File: src/rtl/axi4_lite_master.sv
// -----------------------------------------------------------------------------
// axi4_lite_master
//   Single-outstanding AXI4-Lite initiator. A simple command/response handshake
//   (cmd_* / rsp_*) is turned into one AXI4-Lite write or read transaction at a
//   time. Intended for on-chip engines (pattern generator, frame loader) that
//   write and read back pixels in the LED frame RAM without a CPU.
//
// Ports
//   axi_clk, axi_rst        clock, synchronous active-high reset
//   cmd_valid/cmd_ready     command handshake; cmd_ready is high only when idle
//   cmd_wr                  1 = write, 0 = read
//   cmd_addr/wdata/wstrb    byte address, write data, write byte strobes
//   rsp_valid/rsp_ready     response handshake; rsp_* held until consumed
//   rsp_rdata/resp/wr       read data (0 for writes), BRESP/RRESP, write flag
//   timeout                 sticky: current/most recent transaction overran
//   axi4l_m_*               AXI4-Lite master channels AW, W, B, AR, R
//
// All outputs come straight from registers.
// -----------------------------------------------------------------------------
module axi4_lite_master #(
  parameter int ADDR_W         = 64,
  parameter int DATA_W         = 32,
  parameter int TIMEOUT_CYCLES = 1024
) (
  input  logic              axi_clk,
  input  logic              axi_rst,
  input  logic              cmd_valid,
  output logic              cmd_ready,
  input  logic              cmd_wr,
  input  logic [ADDR_W-1:0] cmd_addr,
  input  logic [DATA_W-1:0] cmd_wdata,
  input  logic [3:0]        cmd_wstrb,
  output logic              rsp_valid,
  input  logic              rsp_ready,
  output logic [DATA_W-1:0] rsp_rdata,
  output logic [1:0]        rsp_resp,
  output logic              rsp_wr,
  output logic              timeout,
  output logic [ADDR_W-1:0] axi4l_m_awaddr,
  output logic [2:0]        axi4l_m_awprot,
  output logic              axi4l_m_awvalid,
  input  logic              axi4l_m_awready,
  output logic [DATA_W-1:0] axi4l_m_wdata,
  output logic [3:0]        axi4l_m_wstrb,
  output logic              axi4l_m_wvalid,
  input  logic              axi4l_m_wready,
  input  logic [1:0]        axi4l_m_bresp,
  input  logic              axi4l_m_bvalid,
  output logic              axi4l_m_bready,
  output logic [ADDR_W-1:0] axi4l_m_araddr,
  output logic [2:0]        axi4l_m_arprot,
  output logic              axi4l_m_arvalid,
  input  logic              axi4l_m_arready,
  input  logic [DATA_W-1:0] axi4l_m_rdata,
  input  logic [1:0]        axi4l_m_rresp,
  input  logic              axi4l_m_rvalid,
  output logic              axi4l_m_rready
);

  localparam logic [2:0] S_IDLE    = 3'd0;
  localparam logic [2:0] S_WR_REQ  = 3'd1;
  localparam logic [2:0] S_WR_RESP = 3'd2;
  localparam logic [2:0] S_RD_REQ  = 3'd3;
  localparam logic [2:0] S_RD_RESP = 3'd4;
  localparam logic [2:0] S_HOLD    = 3'd5;

  localparam int              CNT_W   = $clog2(TIMEOUT_CYCLES + 1);
  localparam logic [CNT_W-1:0] CNT_MAX = CNT_W'(TIMEOUT_CYCLES);

  logic [2:0]        state_q, state_d;
  logic              cmd_ready_q, cmd_ready_d;
  logic [ADDR_W-1:0] awaddr_q, awaddr_d;
  logic              awvalid_q, awvalid_d;
  logic [DATA_W-1:0] wdata_q, wdata_d;
  logic [3:0]        wstrb_q, wstrb_d;
  logic              wvalid_q, wvalid_d;
  logic              bready_q, bready_d;
  logic [ADDR_W-1:0] araddr_q, araddr_d;
  logic              arvalid_q, arvalid_d;
  logic              rready_q, rready_d;
  logic              rsp_valid_q, rsp_valid_d;
  logic [DATA_W-1:0] rsp_rdata_q, rsp_rdata_d;
  logic [1:0]        rsp_resp_q, rsp_resp_d;
  logic              rsp_wr_q, rsp_wr_d;
  logic              timeout_q, timeout_d;
  logic [CNT_W-1:0]  cnt_q, cnt_d;
  logic              busy_q, busy_d;
  logic              aw_done, w_done;

  always_comb begin
    state_d     = state_q;
    cmd_ready_d = cmd_ready_q;
    awaddr_d    = awaddr_q;
    awvalid_d   = awvalid_q;
    wdata_d     = wdata_q;
    wstrb_d     = wstrb_q;
    wvalid_d    = wvalid_q;
    bready_d    = bready_q;
    araddr_d    = araddr_q;
    arvalid_d   = arvalid_q;
    rready_d    = rready_q;
    rsp_valid_d = rsp_valid_q;
    rsp_rdata_d = rsp_rdata_q;
    rsp_resp_d  = rsp_resp_q;
    rsp_wr_d    = rsp_wr_q;
    timeout_d   = timeout_q;
    cnt_d       = cnt_q;
    // A channel counts as done once its valid has been accepted and dropped,
    // or if it is being accepted this cycle.
    aw_done     = !awvalid_q || axi4l_m_awready;
    w_done      = !wvalid_q  || axi4l_m_wready;

    case (state_q)
      S_IDLE: begin
        if (cmd_valid && cmd_ready_q) begin
          cmd_ready_d = 1'b0;
          timeout_d   = 1'b0;
          // The counter holds the 1-based index of the busy cycle in progress.
          cnt_d       = CNT_W'(1);
          if (cmd_wr) begin
            awaddr_d  = cmd_addr;
            wdata_d   = cmd_wdata;
            wstrb_d   = cmd_wstrb;
            awvalid_d = 1'b1;
            wvalid_d  = 1'b1;
            state_d   = S_WR_REQ;
          end else begin
            araddr_d  = cmd_addr;
            arvalid_d = 1'b1;
            state_d   = S_RD_REQ;
          end
        end
      end
      S_WR_REQ: begin
        if (awvalid_q && axi4l_m_awready) awvalid_d = 1'b0;
        if (wvalid_q && axi4l_m_wready)   wvalid_d  = 1'b0;
        if (aw_done && w_done) begin
          bready_d = 1'b1;
          state_d  = S_WR_RESP;
        end
      end
      S_WR_RESP: begin
        if (axi4l_m_bvalid && bready_q) begin
          rsp_resp_d  = axi4l_m_bresp;
          rsp_wr_d    = 1'b1;
          rsp_rdata_d = '0;
          bready_d    = 1'b0;
          rsp_valid_d = 1'b1;
          state_d     = S_HOLD;
        end
      end
      S_RD_REQ: begin
        if (arvalid_q && axi4l_m_arready) begin
          arvalid_d = 1'b0;
          rready_d  = 1'b1;
          state_d   = S_RD_RESP;
        end
      end
      S_RD_RESP: begin
        if (axi4l_m_rvalid && rready_q) begin
          rsp_rdata_d = axi4l_m_rdata;
          rsp_resp_d  = axi4l_m_rresp;
          rsp_wr_d    = 1'b0;
          rready_d    = 1'b0;
          rsp_valid_d = 1'b1;
          state_d     = S_HOLD;
        end
      end
      S_HOLD: begin
        if (rsp_valid_q && rsp_ready) begin
          rsp_valid_d = 1'b0;
          cmd_ready_d = 1'b1;
          state_d     = S_IDLE;
        end
      end
      default: state_d = S_IDLE;
    endcase

    busy_q = (state_q == S_WR_REQ) || (state_q == S_WR_RESP) ||
             (state_q == S_RD_REQ) || (state_q == S_RD_RESP);
    busy_d = (state_d == S_WR_REQ) || (state_d == S_WR_RESP) ||
             (state_d == S_RD_REQ) || (state_d == S_RD_RESP);

    if (busy_q && cnt_q != CNT_MAX) cnt_d = cnt_q + CNT_W'(1);
    // Registered flag is high during busy cycle k whenever k >= TIMEOUT_CYCLES,
    // so it is computed from the index of the cycle about to start.
    if (busy_q && busy_d && cnt_d >= CNT_MAX) timeout_d = 1'b1;
  end

  always_ff @(posedge axi_clk) begin
    if (axi_rst) begin
      state_q     <= S_IDLE;
      cmd_ready_q <= 1'b1;
      awaddr_q    <= '0;
      awvalid_q   <= 1'b0;
      wdata_q     <= '0;
      wstrb_q     <= '0;
      wvalid_q    <= 1'b0;
      bready_q    <= 1'b0;
      araddr_q    <= '0;
      arvalid_q   <= 1'b0;
      rready_q    <= 1'b0;
      rsp_valid_q <= 1'b0;
      rsp_rdata_q <= '0;
      rsp_resp_q  <= '0;
      rsp_wr_q    <= 1'b0;
      timeout_q   <= 1'b0;
      cnt_q       <= '0;
    end else begin
      state_q     <= state_d;
      cmd_ready_q <= cmd_ready_d;
      awaddr_q    <= awaddr_d;
      awvalid_q   <= awvalid_d;
      wdata_q     <= wdata_d;
      wstrb_q     <= wstrb_d;
      wvalid_q    <= wvalid_d;
      bready_q    <= bready_d;
      araddr_q    <= araddr_d;
      arvalid_q   <= arvalid_d;
      rready_q    <= rready_d;
      rsp_valid_q <= rsp_valid_d;
      rsp_rdata_q <= rsp_rdata_d;
      rsp_resp_q  <= rsp_resp_d;
      rsp_wr_q    <= rsp_wr_d;
      timeout_q   <= timeout_d;
      cnt_q       <= cnt_d;
    end
  end

  assign cmd_ready       = cmd_ready_q;
  assign rsp_valid       = rsp_valid_q;
  assign rsp_rdata       = rsp_rdata_q;
  assign rsp_resp        = rsp_resp_q;
  assign rsp_wr          = rsp_wr_q;
  assign timeout         = timeout_q;
  assign axi4l_m_awaddr  = awaddr_q;
  assign axi4l_m_awprot  = 3'b000;
  assign axi4l_m_awvalid = awvalid_q;
  assign axi4l_m_wdata   = wdata_q;
  assign axi4l_m_wstrb   = wstrb_q;
  assign axi4l_m_wvalid  = wvalid_q;
  assign axi4l_m_bready  = bready_q;
  assign axi4l_m_araddr  = araddr_q;
  assign axi4l_m_arprot  = 3'b000;
  assign axi4l_m_arvalid = arvalid_q;
  assign axi4l_m_rready  = rready_q;

endmodule

File: config.mk
export PLATFORM = sky130hd
export DESIGN_NAME = axi4_lite_master
export DESIGN_NICKNAME = d
export VERILOG_FILES = /design/src/rtl/axi4_lite_master.sv
export SDC_FILE = /design/constraint.sdc
export NUM_CORES = 1
export LEC_CHECK = 0
export BUFFER_PORTS_ARGS = -buffer_cell sky130_fd_sc_hd__buf_2
export CAP_MARGIN = 25
export CORE_AREA = 2 2 139 141
export CTS_CLUSTER_DIAMETER = 100
export DETAILED_ROUTE_END_ITERATION = 10
export DIE_AREA = 0 0 141 143
export GPL_TIMING_DRIVEN = 0
export PLACE_DENSITY = 0.75
export SKIP_LAST_GASP = 1
export SYNTH_ARGS = -nofsm -noshare
export SYNTH_HDL_FRONTEND = slang
export SYNTH_SLANG_ARGS = --single-unit
File: constraint.sdc
create_clock -name axi_clk -period 2.02 [get_ports axi_clk]
set_input_delay 0 -clock axi_clk [delete_from_list [all_inputs] [get_ports axi_clk]]
set_output_delay 0 -clock axi_clk [all_outputs]
set_load 0.005 [all_outputs]
==> results of run 1 <==
critical path: stages (launching register included):
cell and delay, ns:
dfxtp_1 0.39, buf_4 0.21, and2b_1 0.19, and2_1 0.20, nand2b_1 0.12, clkbuf_4 0.21
clkbuf_4 0.23, nand3_1 0.14, a21oi_2 0.21
final timing paths:
path | start | to | slack (ns) | cells past startpoint
hold / removal | cmd_valid | register | -0.02 | 4
setup reg to reg | state_q[1]$_SDFF_PP0_ | rsp_rdata[15]$_SDFFE_PP0P_ | 0.06 | 8
hold reg to reg | axi4l_m_araddr[33]$_SDFFE_PP0P_ | axi4l_m_araddr[33]$_SDFFE_PP0P_ | 0.45 | 2
setup / recovery | state_q[1]$_SDFF_PP0_ | rsp_rdata[15]$_SDFFE_PP0P_ | 0.06 | 8
power by group:
group / total, mW / internal, mW / switching, mW
combinational: 1.73 / 0.771 / 0.961
sequential: 4.75 / 4.60 / 0.148
clock: 4.76 / 2.95 / 1.81
total: 11.2 / 8.33 / 2.92
cell families (layout without fill, tap and decap cells):
| family | count (synthesis) | in the layout | share of synthesized area |
|---|---|---|---|
| compound gates | 234 | 234 | 0.151 |
| xor+xnor | 3 | 3 | 0.00323 |
| fa+ha+maj | 2 | 2 | 0.00308 |
| buf+inv | 89 | 631 | 0.0531 |
| flops | 221 | 221 | 0.544 |
| mux | 2 | 2 | 0.00246 |
| other cells | 1 | 7 | 0.000461 |
| simple gates | 465 | 465 | 0.242 |
registers in the layout (all words and copies together), names as in the netlist, 2 cells and up, named ones only:
name,count
axi4l_m_araddr,64
axi4l_m_wstrb,4
rsp_rdata,32
state_q,3
axi4l_m_wdata,32
axi4l_m_awaddr,64
cnt_q,4
rsp_resp,2
stage by stage:
step	cells	hold slack, ns	TNS, ns	util
final	1799	-0.0193	0	0.678
after global placement	1607	0.240	-23.19	0.549
after global routing	1798	0.00346	-0.0432	0.678
after floorplan	1022	0.136	0	-
after detailed placement	1607	0.246	-27.42	0.549
after CTS	1798	0.0231	0	0.674
metal layers:
| layer | vias to the layer above | wire length, um | GRT usage | part of all wire |
|---|---|---|---|---|
| li1 | 4418 | - | - | - |
| met2 | 469 | 15700 | 0.536 | 0.49 |
| met4 | 0 | 1460 | 0.146 | 0.046 |
| met1 | 4368 | 12000 | 0.325 | 0.38 |
| met5 | - | 0 | 0 | 0 |
| met3 | 110 | 2570 | 0.0825 | 0.081 |
synthesized netlist by cell type (3+ instances only):
master / instances
nand4_1: 4
nor2_1: 8
o311ai_0: 3
nor2b_1: 7
buf_2: 27
or4_1: 3
and2_1: 3
nand3_1: 40
nor3_1: 5
a211oi_1: 5
buf_6: 5
inv_1: 6
o21ai_0: 4
buf_4: 7
dfxtp_1: 221
buf_1: 3
nand2_1: 375
clkbuf_1: 41
a21oi_1: 209
repair_timing:
action	CTS	global route
hold buffers	143	0
pin swaps	2	0
endpoints found under the hold margin	209	0
setup buffers	4	2
gates resized for setup	4	42
endpoints found under the setup margin	160	176
area by class of cell:
type | count | share of cell area
repair buffers | 500 | 0.257
clock inverters | 11 | 0.0125
flip-flops and latches | 221 | 0.351
inverters | 6 | 0.00179
well taps | 234 | 0.0232
multi-input cells | 712 | 0.262
plain buffers | 81 | 0.0366
diodes | 1 | 0.000199
clock buffers | 33 | 0.0560
==> summary by stage, run 1 <==
Cells and area
The sequential standard cell area is 4420 sq um. In the final layout, the share of cells above drive strength 1 is 0.293. After filler insertion, the fill cell instance count of the layout stands at 1,421. The top cell types in the final layout, fill and taps aside, are nand2_1 (374), buf_2 (365), dfxtp_1 (221).

In the final layout, the multi-input gates occupy 3300 sq um. The final layout contains 1,694 nets. The final non-filler cell area is 12,600 sq um. The layout-stage area growth over the synthesis result is 55.0%. The most frequent standard cell in the layout excluding fill and tap cells is nand2_1.

Timing
The fmax is 511 MHz. The worst path meets setup with 0.0629 ns of slack. After layout, the minimum clock period comes to 1.96 ns. Final hold analysis gives a worst-case slack of -0.0193 ns. The total setup violations reported at the end of the flow is 0. The actual transition at the worst max-transition pin is 0.840 ns. The max-slew violation count is 0. The period utilization is 0.969. Setup repair after global routing could not meet its margin everywhere. The worst setup skew after layout is 0.00837 ns. The final count of hold timing violations was 2. The worst slew margin relative to its limit is 0.440.

Clock network
The maximum root-to-sink buffer count is 3. The CTS sink count is 221. The cell chosen for the clock root is clkbuf_16. The TritonCTS buffer count is 24. In this run the number of H-tree levels came out at 1. The worst-skew pair later-pin latency is 0.51 ns. TritonCTS built the clock tree. Clock-pin slew was measured on the worst setup and hold paths at 0.06 ns.

Global route
The via count of the first global-routing pass is 9,205. Global routing finished with a remaining overflow of 0. The maximum number of pins on one net before global-route repair is 14. The initial antenna violation count is 0.

The global-route usage over all layers is 0.298. The global-route wire length before repair is 47,900 um.

Setup path
At the worst endpoint, the required time is 2.45 ns. STA puts the critical path data arrival time at 2.39 ns. By startpoint and endpoint, the worst setup path is classified as register to register.

STA classifies the critical path startpoint as a register. Of all nets on the critical path, the largest fanout is 10. STA classifies the critical path endpoint as a register.

Synthesis
The top-area cell type share of the netlist area is 0.544. After technology mapping, the gate count stands at 1,017. For this run, the register share of the synthesized area comes to 0.544.

The register bit total from synthesis is 221. In this run, synthesis inferred 0 flip-flops with an integrated enable. The synthesized area divided by synthesized cell count is 7.99 sq um.

In the synthesized netlist the dominant register cell turns out to be dfxtp_1. The number of different library cells in the post-synthesis netlist is 51. The share of flip-flops with an asynchronous set or reset after synthesis is 0.

Summed over all instances, the cell type with the most area after synthesis is dfxtp_1. The number of warning messages in the yosys log is 0. In the post-synthesis netlist, the biggest area contributors are dfxtp_1 (54%), nand2_1 (17%), a21oi_1 (13%). In this run the cell area of the synthesized design comes to 8130 sq um.

Place
The global placer's final weighted congestion is 0.872. The total placed instance area is 10,200 sq um. The final HPWL from detailed placement is 20,400 um. Buffers placed on the I/O ports in this run total 351.

Timing analysis after detailed placement gives a worst setup slack of -0.383 ns.

Floorplanning
The area of the core is 18,600 sq um. The floorplan die height is 143 um. The number of top-level pins is 359.

The total die area is 20,200 sq um. The die extent in x is 141 um. The number of cell rows is 50.

The initial utilization of the core area, before any placement, comes to 0.437.

Routing
The post-detailed-route count of antenna-violating nets is 0. For this run, the detailed router's first-pass iteration total came to 6. The final layout contains routed wiring with a total length of 31,800 um. Using the TritonRoute via totals, the vias-per-cell ratio works out to 5.21. The total via count in the routed design is 9,365.

The violation count after the first detailed-routing iteration is 593. The number of remaining DRC errors is 0. The average wire per standard cell is 17.6 um.

Power
The worst supply voltage drop on vdd is 0.763 mV. The static leakage power is 5.59 nW. Power spread over the standard cell area amounts to 892 nW/um^2. The sum of internal, switching and leakage power is 11.2 mW.

Outcome
The flow ran to the end, but the final reports show violations. The final reports fail on negative hold slack.

Run
Across the run, the number of max-cap violations was 0.

Min path
The tightest min-delay check is of the input pin to register type.
Power figures use the tool's default switching activity.
==> inputs of run 2 (changes only) <==
--- a/config.mk
+++ b/config.mk
@@ -7,12 +7,16 @@
 export LEC_CHECK = 0
 export BUFFER_PORTS_ARGS = -buffer_cell sky130_fd_sc_hd__buf_2
 export CAP_MARGIN = 25
-export CORE_AREA = 2 2 139 141
+export CELL_PAD_IN_SITES_DETAIL_PLACEMENT = 0
+export CELL_PAD_IN_SITES_GLOBAL_PLACEMENT = 1
+export CORE_ASPECT_RATIO = 1.2
+export CORE_MARGIN = 2
+export CORE_UTILIZATION = 30
 export CTS_CLUSTER_DIAMETER = 100
 export DETAILED_ROUTE_END_ITERATION = 10
-export DIE_AREA = 0 0 141 143
 export GPL_TIMING_DRIVEN = 0
-export PLACE_DENSITY = 0.75
+export HOLD_SLACK_MARGIN = 0.08
+export PLACE_DENSITY = 0.73
 export SKIP_LAST_GASP = 1
 export SYNTH_ARGS = -nofsm -noshare
 export SYNTH_HDL_FRONTEND = slang
==> summary by stage, run 2 (synthesized netlist as in run 1, its figures left out) <==
Routing
The violation count after the first detailed-routing iteration is 425 (was 593). The number of remaining DRC errors came to 0 (unchanged). The post-detailed-route count of antenna-violating nets came to 0 (unchanged). The total via count in the routed design came to 8,836 (was 9,365).

The per-cell via count in the routed design is 4.64 (was 5.21). The average wire per standard cell was 16.3 um (was 17.6 um). The length of the first detailed-routing pass in iterations is 4 (was 6).

The final wirelength was 31,000 um (was 31,800 um).

Setup path
The worst reg-to-reg setup slack came to 0.06 ns (about the same). The endpoint of the worst setup timing path is axi4l_m_araddr[10]$_SDFFE_PP0P_ (was rsp_rdata[15]$_SDFFE_PP0P_). The arrival time of data at the critical path endpoint is 2.40 ns (was 2.39 ns). The highest cell delay on the worst timing path was 0.58 ns (was 0.39 ns). Series of cell instances along the critical path: nand2_2, or4_1, nor2_4, buf_12, buf_2, nand2_1, a21oi_1 (was buf_4, and2b_1, and2_1, nand2b_1, clkbuf_4, clkbuf_4, nand3_1, a21oi_2). The classification of the worst setup path was register to register (unchanged). The data required time at the worst endpoint is 2.46 ns (was 2.45 ns).

The peak fanout along the critical path was 10 (unchanged). The startpoint type of the worst setup path is a register (unchanged). The startpoint of the most critical register-to-register path is cmd_ready$_SDFFE_PP1P_ (was state_q[1]$_SDFF_PP0_). The buffer and inverter count on the worst path is 2 (was 3). The critical path's top delay family is simple AND/OR/NAND/NOR gates (was buffers and inverters). The nature of the critical path endpoint is a register (unchanged). The end of the worst register-to-register path is axi4l_m_araddr[10]$_SDFFE_PP0P_ (was rsp_rdata[15]$_SDFFE_PP0P_). The logic depth of the worst register-to-register path came to 7 (was 8). The cell with the largest stage delay on the worst path was or4_1 (was dfxtp_1).

The logic depth of the worst setup path including buffers came to 7 (was 8). The start point of the critical path is cmd_ready$_SDFFE_PP1P_ (was state_q[1]$_SDFF_PP0_).

Min path
The number of stages on the worst hold path is 4 (unchanged). The worst hold path class is input pin to register (unchanged). The worst hold path startpoint is cmd_wdata[7] (was cmd_valid).

Floorplanning
The initial core utilization was 0.303 (was 0.437). The area of the core came to 26,800 sq um (was 18,600 sq um). The floorplan die height was 184 um (was 143 um). The number of top-level pins came to 359 (unchanged). The number of cell rows is 66 (was 50).

The die extent in x came to 154 um (was 141 um). The total die area is 28,400 sq um (was 20,200 sq um).

Power
The worst supply voltage drop on vdd is 0.574 mV (was 0.763 mV). The share of power burned in registers came to 0.443 (was 0.423). The power density over the cells was 845 nW/um^2 (was 892 nW/um^2). The clock group share of total power was 0.397 (was 0.423). The net switching power is 2.86 mW (was 2.92 mW). The static leakage power is 5.58 nW (was 5.59 nW). The combinational group share of total power came to 0.160 (was 0.154). The switching share of power is 0.267 (was 0.260). The cell-internal power is 7.86 mW (was 8.33 mW).

Global route
The initial antenna violation count came to 0 (unchanged). The global-route usage over all layers was 0.209 (was 0.298). The residual overflow from global routing is 0 (unchanged). The maximum number of pins on one net before global-route repair is 13 (was 14). The global-route wire length before repair was 47,000 um (was 47,900 um). The via count of the first global-routing pass was 8,644 (was 9,205).

Cells and area
Commonest cells after routing, fill and taps aside: nand2_1 (374), buf_2 (365), dfxtp_1 (221) (unchanged). The filler-free cell count of the finished design was 1,906 (was 1,799). The layout-stage area growth over the synthesis result was 56.0% (was 55.0%). The number of diodes added for antenna fixing is 0 (was 1). The share of cells above drive strength 1 is 0.292 (was 0.293). The final non-filler cell area is 12,700 sq um (was 12,600 sq um). The most frequent standard cell in the layout excluding fill and tap cells is nand2_1 (unchanged). The net count of the finished layout was 1,700 (was 1,694). The number of fill cells in the layout is 2,695 (was 1,421).

Clock network
The deepest level of the CTS H-tree was 1 (unchanged). The maximum root-to-sink buffer count came to 3 (unchanged). The clock transition at the registers of the reported paths came to 0.06 ns (about the same). The worst-skew pair later-pin latency came to 0.52 ns (was 0.51 ns). The TritonCTS clock tree is built (unchanged).

The CTS sink count is 221 (unchanged). The TritonCTS buffer count is 25 (was 24). The cell chosen for the clock root was clkbuf_16 (unchanged).

Outcome
Run status: finished, final reports clean (was finished with violations).

Timing
The time the worst path needs with I/O delays and setup is 1.96 ns (about the same). The max-slew violation count is 0 (unchanged). The period utilization is 0.968 (was 0.969). The worst hold slack after final layout was 0.266 ns (was -0.0193 ns). The worst setup skew after layout is 0.00865 ns (was 0.00837 ns). The final count of hold timing violations is 0 (was 2). Setup repair after global routing missed its margin: true (unchanged). The fmax is 511 MHz (about the same). The worst slew margin relative to its limit is 0.479 (was 0.440).

The total setup violations reported at the end of the flow came to 0 (unchanged). The actual transition at the worst max-transition pin is 0.782 ns (was 0.840 ns).

Place
The global placer's final weighted congestion is 0.810 (was 0.872). The instance count after placement with tap cells included came to 1,713 (was 1,607). The final HPWL from detailed placement is 22,600 um (was 20,400 um). The total placed instance area came to 10,300 sq um (was 10,200 sq um). The number of input and output port buffers inserted is 351 (unchanged).

Run
The reported max-cap violation count came to 0 (unchanged).
run 2: routing by layer:
| layer | vias to the layer above | global-route usage | routed length [um] |
|---|---|---|---|
| met1 | 4002 | 0.226 | 12000 |
| li1 | 4414 | - | - |
| met5 | - | 0 | 0 |
| met3 | 67 | 0.0609 | 2480 |
| met4 | 0 | 0.0770 | 1050 |
| met2 | 353 | 0.385 | 15500 |
run 2: layout make-up:
class                           instances  area (sq um)  share of cell area
Inverter                                6          22.5             0.00178
Multi-Input combinational cell        712          3300               0.260
Clock inverter                          5          25.0             0.00197
Timing Repair Buffer                  505          3290               0.260
Tap cell                              340           425              0.0336
Sequential cell                       221          4420               0.349
Buffer                                 81           462              0.0364
Clock buffer                           36           727              0.0573
run 2: power by group through the flow:
stage                     combinational (mW)  clock (mW)  sequential [mW]
final                                   1.72        4.26             4.74
after global routing                    1.91        4.56             4.77
after CTS                               1.73        4.37             4.74
after detailed placement                1.46           0             4.84
after global placement                  1.46           0             4.83
after floorplan                        0.721           0             4.84
run 2: worst reg2reg max path, stage by stage (launching register included):
cell     delay [ns]
dfxtp_1        0.36
nand2_2        0.14
or4_1          0.58
nor2_4         0.20
buf_12         0.13
buf_2          0.24
nand2_1        0.11
a21oi_1        0.12
run 2: what timing repair did:
action | CTS | global route
endpoints found under the setup margin | 181 | 172
hold endpoints to repair | 214 | 0
hold buffers | 146 | 0
buffers inserted | 4 | 4
pin swaps | 2 | 0
resized for setup | 10 | 33
run 2: how the worst min path moves through the flow:
stage                                      to  slack, ns
3_5_place_dp   axi4l_m_wdata[21]$_SDFFE_PP0P_       0.25
4_1_cts         axi4l_m_wdata[7]$_SDFFE_PP0P_       0.25
2_1_floorplan  axi4l_m_araddr[0]$_SDFFE_PP0P_       0.14
5_1_grt        axi4l_m_wdata[25]$_SDFFE_PP0P_       0.27
3_3_place_gp    axi4l_m_wdata[6]$_SDFFE_PP0P_       0.24
6_report        axi4l_m_wdata[7]$_SDFFE_PP0P_       0.27
run 2: stage by stage:
stage / setup TNS [ns] / setup WS [ns] / power [mW] / util
after floorplan: 0 / 0.224 / 5.56 / -
after global placement: -44.57 / -0.557 / 6.28 / 0.385
after detailed placement: -44.03 / -0.552 / 6.30 / 0.385
after CTS: 0 / 0.00954 / 10.8 / 0.470
after global routing: -0.423 / -0.0478 / 11.2 / 0.472
final: 0 / 0.0643 / 10.7 / 0.472
==> inputs of run 3 (changes only) <==
--- a/config.mk
+++ b/config.mk
@@ -18,6 +18,7 @@
 export HOLD_SLACK_MARGIN = 0.08
 export PLACE_DENSITY = 0.73
 export SKIP_LAST_GASP = 1
+export SLEW_MARGIN = 30
 export SYNTH_ARGS = -nofsm -noshare
 export SYNTH_HDL_FRONTEND = slang
 export SYNTH_SLANG_ARGS = --single-unit
==> constraint.sdc (replaced) <==
create_clock -name axi_clk -period 2.5 [get_ports axi_clk]
set_input_delay 0 -clock axi_clk [delete_from_list [all_inputs] [get_ports axi_clk]]
set_output_delay 0 -clock axi_clk [all_outputs]
set_load 0.05 [all_outputs]
==> summary by stage, run 3 (synthesized netlist as in run 1, its figures left out) <==
Outcome
Run status: finished, final reports clean (unchanged).

Timing
The actual transition at the worst max-transition pin is 0.783 ns (was 0.782 ns). The final count of hold timing violations is 0 (unchanged). The max-slew violation count is 0 (unchanged).

The worst slew margin relative to its limit is 0.478 (was 0.479). Setup repair after global routing missed its margin: false (was true). The time the worst path needs with I/O delays and setup is 2.27 ns (was 1.96 ns).

The final total negative setup slack was 0 ns (unchanged). The fmax is 441 MHz (was 511 MHz). The worst setup skew after layout is 0.00850 ns (was 0.00865 ns). The total setup violations reported at the end of the flow came to 0 (unchanged).

The period utilization was 0.907 (was 0.968).

Clock network
The worst-skew pair later-pin latency is 0.52 ns (about the same). The deepest level of the CTS H-tree is 1 (unchanged). The maximum root-to-sink buffer count came to 3 (unchanged). The clock transition at the registers of the reported paths was 0.06 ns (about the same). The TritonCTS buffer count is 25 (unchanged). The cell chosen for the clock root is clkbuf_16 (unchanged). The TritonCTS clock tree is built (unchanged).

The CTS sink count came to 221 (unchanged).

Place
The final HPWL from detailed placement is 22,600 um (unchanged). The global placer's final weighted congestion is 0.810 (unchanged). The instance count after placement with tap cells included came to 1,713 (unchanged). The total placed instance area is 10,300 sq um (unchanged). The number of input and output port buffers inserted is 351 (unchanged).

Routing
The post-detailed-route count of antenna-violating nets is 0 (unchanged). The average wire per standard cell is 16.3 um (about the same). The per-cell via count in the routed design is 4.63 (was 4.64). The final wirelength is 31,000 um (about the same). The violation count after the first detailed-routing iteration is 464 (was 425). The total via count in the routed design is 8,800 (was 8,836). The number of remaining DRC errors was 0 (unchanged). The length of the first detailed-routing pass in iterations came to 4 (unchanged).

Cells and area
The layout-stage area growth over the synthesis result came to 54.6% (was 56.0%). Commonest cells after routing, fill and taps aside: buf_2 (378), nand2_1 (375), dfxtp_1 (221) (was nand2_1 (374), buf_2 (365), dfxtp_1 (221)). The most frequent standard cell in the layout excluding fill and tap cells is buf_2 (was nand2_1).

The final core utilization came to 0.468 (was 0.472). The final non-filler cell area came to 12,600 sq um (was 12,700 sq um). The filler-free cell count of the finished design came to 1,902 (was 1,906). The number of fill cells in the layout is 2,707 (was 2,695). The number of diodes added for antenna fixing was 0 (unchanged). The share of cells above drive strength 1 is 0.280 (was 0.292). The net count of the finished layout is 1,696 (was 1,700).

Floorplanning
The initial core utilization is 0.303 (unchanged). The area of the core was 26,800 sq um (unchanged). The floorplan die height was 184 um (unchanged). The die extent in x is 154 um (unchanged).

The number of top-level pins is 359 (unchanged). The number of cell rows was 66 (unchanged). The total die area is 28,400 sq um (unchanged).

Setup path
The logic depth of the worst register-to-register path is 7 (unchanged). The worst reg-to-reg setup slack is 0.23 ns (was 0.06 ns). The arrival time of data at the critical path endpoint is 2.71 ns (was 2.40 ns). The end of the worst register-to-register path was axi4l_m_araddr[36]$_SDFFE_PP0P_ (was axi4l_m_araddr[10]$_SDFFE_PP0P_). The data required time at the worst endpoint was 2.94 ns (was 2.46 ns). The startpoint of the most critical register-to-register path is cmd_ready$_SDFFE_PP1P_ (unchanged). The peak fanout along the critical path came to 10 (unchanged). The classification of the worst setup path is register to register (unchanged). The startpoint type of the worst setup path is a register (unchanged). The nature of the critical path endpoint was a register (unchanged). The start point of the critical path is cmd_ready$_SDFFE_PP1P_ (unchanged).

Global route
The maximum number of pins on one net before global-route repair came to 13 (unchanged). The global-route wire length before repair was 47,000 um (about the same). The via count of the first global-routing pass is 8,646 (was 8,644). The residual overflow from global routing came to 0 (unchanged). The global-route usage over all layers is 0.209 (about the same). The initial antenna violation count is 0 (unchanged).

Min path
The destination of the worst hold path is axi4l_m_wdata[7]$_SDFFE_PP0P_ (unchanged). The number of stages on the worst hold path is 4 (unchanged). The worst hold path class is input pin to register (unchanged). The worst hold path startpoint is cmd_wdata[7] (unchanged).

Run
The reported max-cap violation count is 0 (unchanged).

Power
The power density over the cells is 738 nW/um^2 (was 845 nW/um^2). The worst supply voltage drop on vdd is 0.463 mV (was 0.574 mV). The static leakage power is 5.51 nW (was 5.58 nW).
==> run 3: cell types whose count changed in the layout (fill, tap and decap cells not counted), sizes merged <==
cell         previous run  this run
clkbuf                 84        76
buf                   392       395
dlygate4sd3           146       147
==> run 3: how the worst max path moves through the flow <==
| stage | end | slack [ns] | depth (start not counted) |
|---|---|---|---|
| final | axi4l_m_araddr[36]$_SDFFE_PP0P_ | 0.23 | 7 |
| after global routing | axi4l_m_araddr[35]$_SDFFE_PP0P_ | 0.07 | 7 |
| after CTS | axi4l_m_awaddr[33]$_SDFFE_PP0P_ | 0.04 | 7 |
| after detailed placement | axi4l_m_awaddr[33]$_SDFFE_PP0P_ | -0.07 | 7 |
| after global placement | axi4l_m_awaddr[37]$_SDFFE_PP0P_ | -0.08 | 7 |
| after floorplan | axi4l_m_araddr[0]$_SDFFE_PP0P_ | 0.28 | 7 |
==> run 3: layout make-up <==
cell class	count	area, sq um	share of cell area
clock buffers	36	727	0.0579
repair buffers	500	3240	0.258
inverters	6	22.5	0.00179
clock inverters	5	25.0	0.00199
flip-flops and latches	221	4420	0.352
plain buffers	82	407	0.0324
multi-input cells	712	3290	0.262
well taps	340	425	0.0339
==> run 3: power breakdown <==
group          total, mW  internal, mW  leakage (nW)  switching, mW
logic               2.00         0.612          3.34           1.39
clock network       3.44          1.99         0.377           1.44
registers           3.83          3.72          1.79          0.112
total               9.27          6.33          5.51           2.94
==> run 3: layer usage <==
layer	vias to the layer above	track usage	share of wire
met2	353	0.385	0.50
met3	69	0.0618	0.083
met1	3980	0.226	0.39
met5	-	0	0
met4	0	0.0770	0.034
li1	4398	-	-
==> run 3: timing repair <==
| action | CTS | global route |
|---|---|---|
| endpoints found under the hold margin | 213 | 0 |
| endpoints found under the setup margin | 10 | 80 |
| pin swaps | 0 | 1 |
| buffers inserted | 0 | 2 |
| gates resized for setup | 1 | 0 |
| hold buffers | 147 | 0 |
==> run 3: per-stage QoR <==
step           power (mW)  setup WS [ns]  hold slack (ns)
6_report             9.27          0.232            0.266
5_1_grt              9.69         0.0711            0.268
3_5_place_dp         5.73        -0.0717            0.245
3_3_place_gp         5.72        -0.0769            0.241
4_1_cts              9.37         0.0350            0.246
2_1_floorplan        5.14          0.279            0.136
==> run 3: worst max-delay path: stages (launching register included) <==
cell and delay [ns]:
dfxtp_1 0.35, nand2_1 0.19, or4_1 0.44, clkbuf_1 0.20
nor2_4 0.40, buf_2 0.37, nand2_1 0.11, a21oi_1 0.12
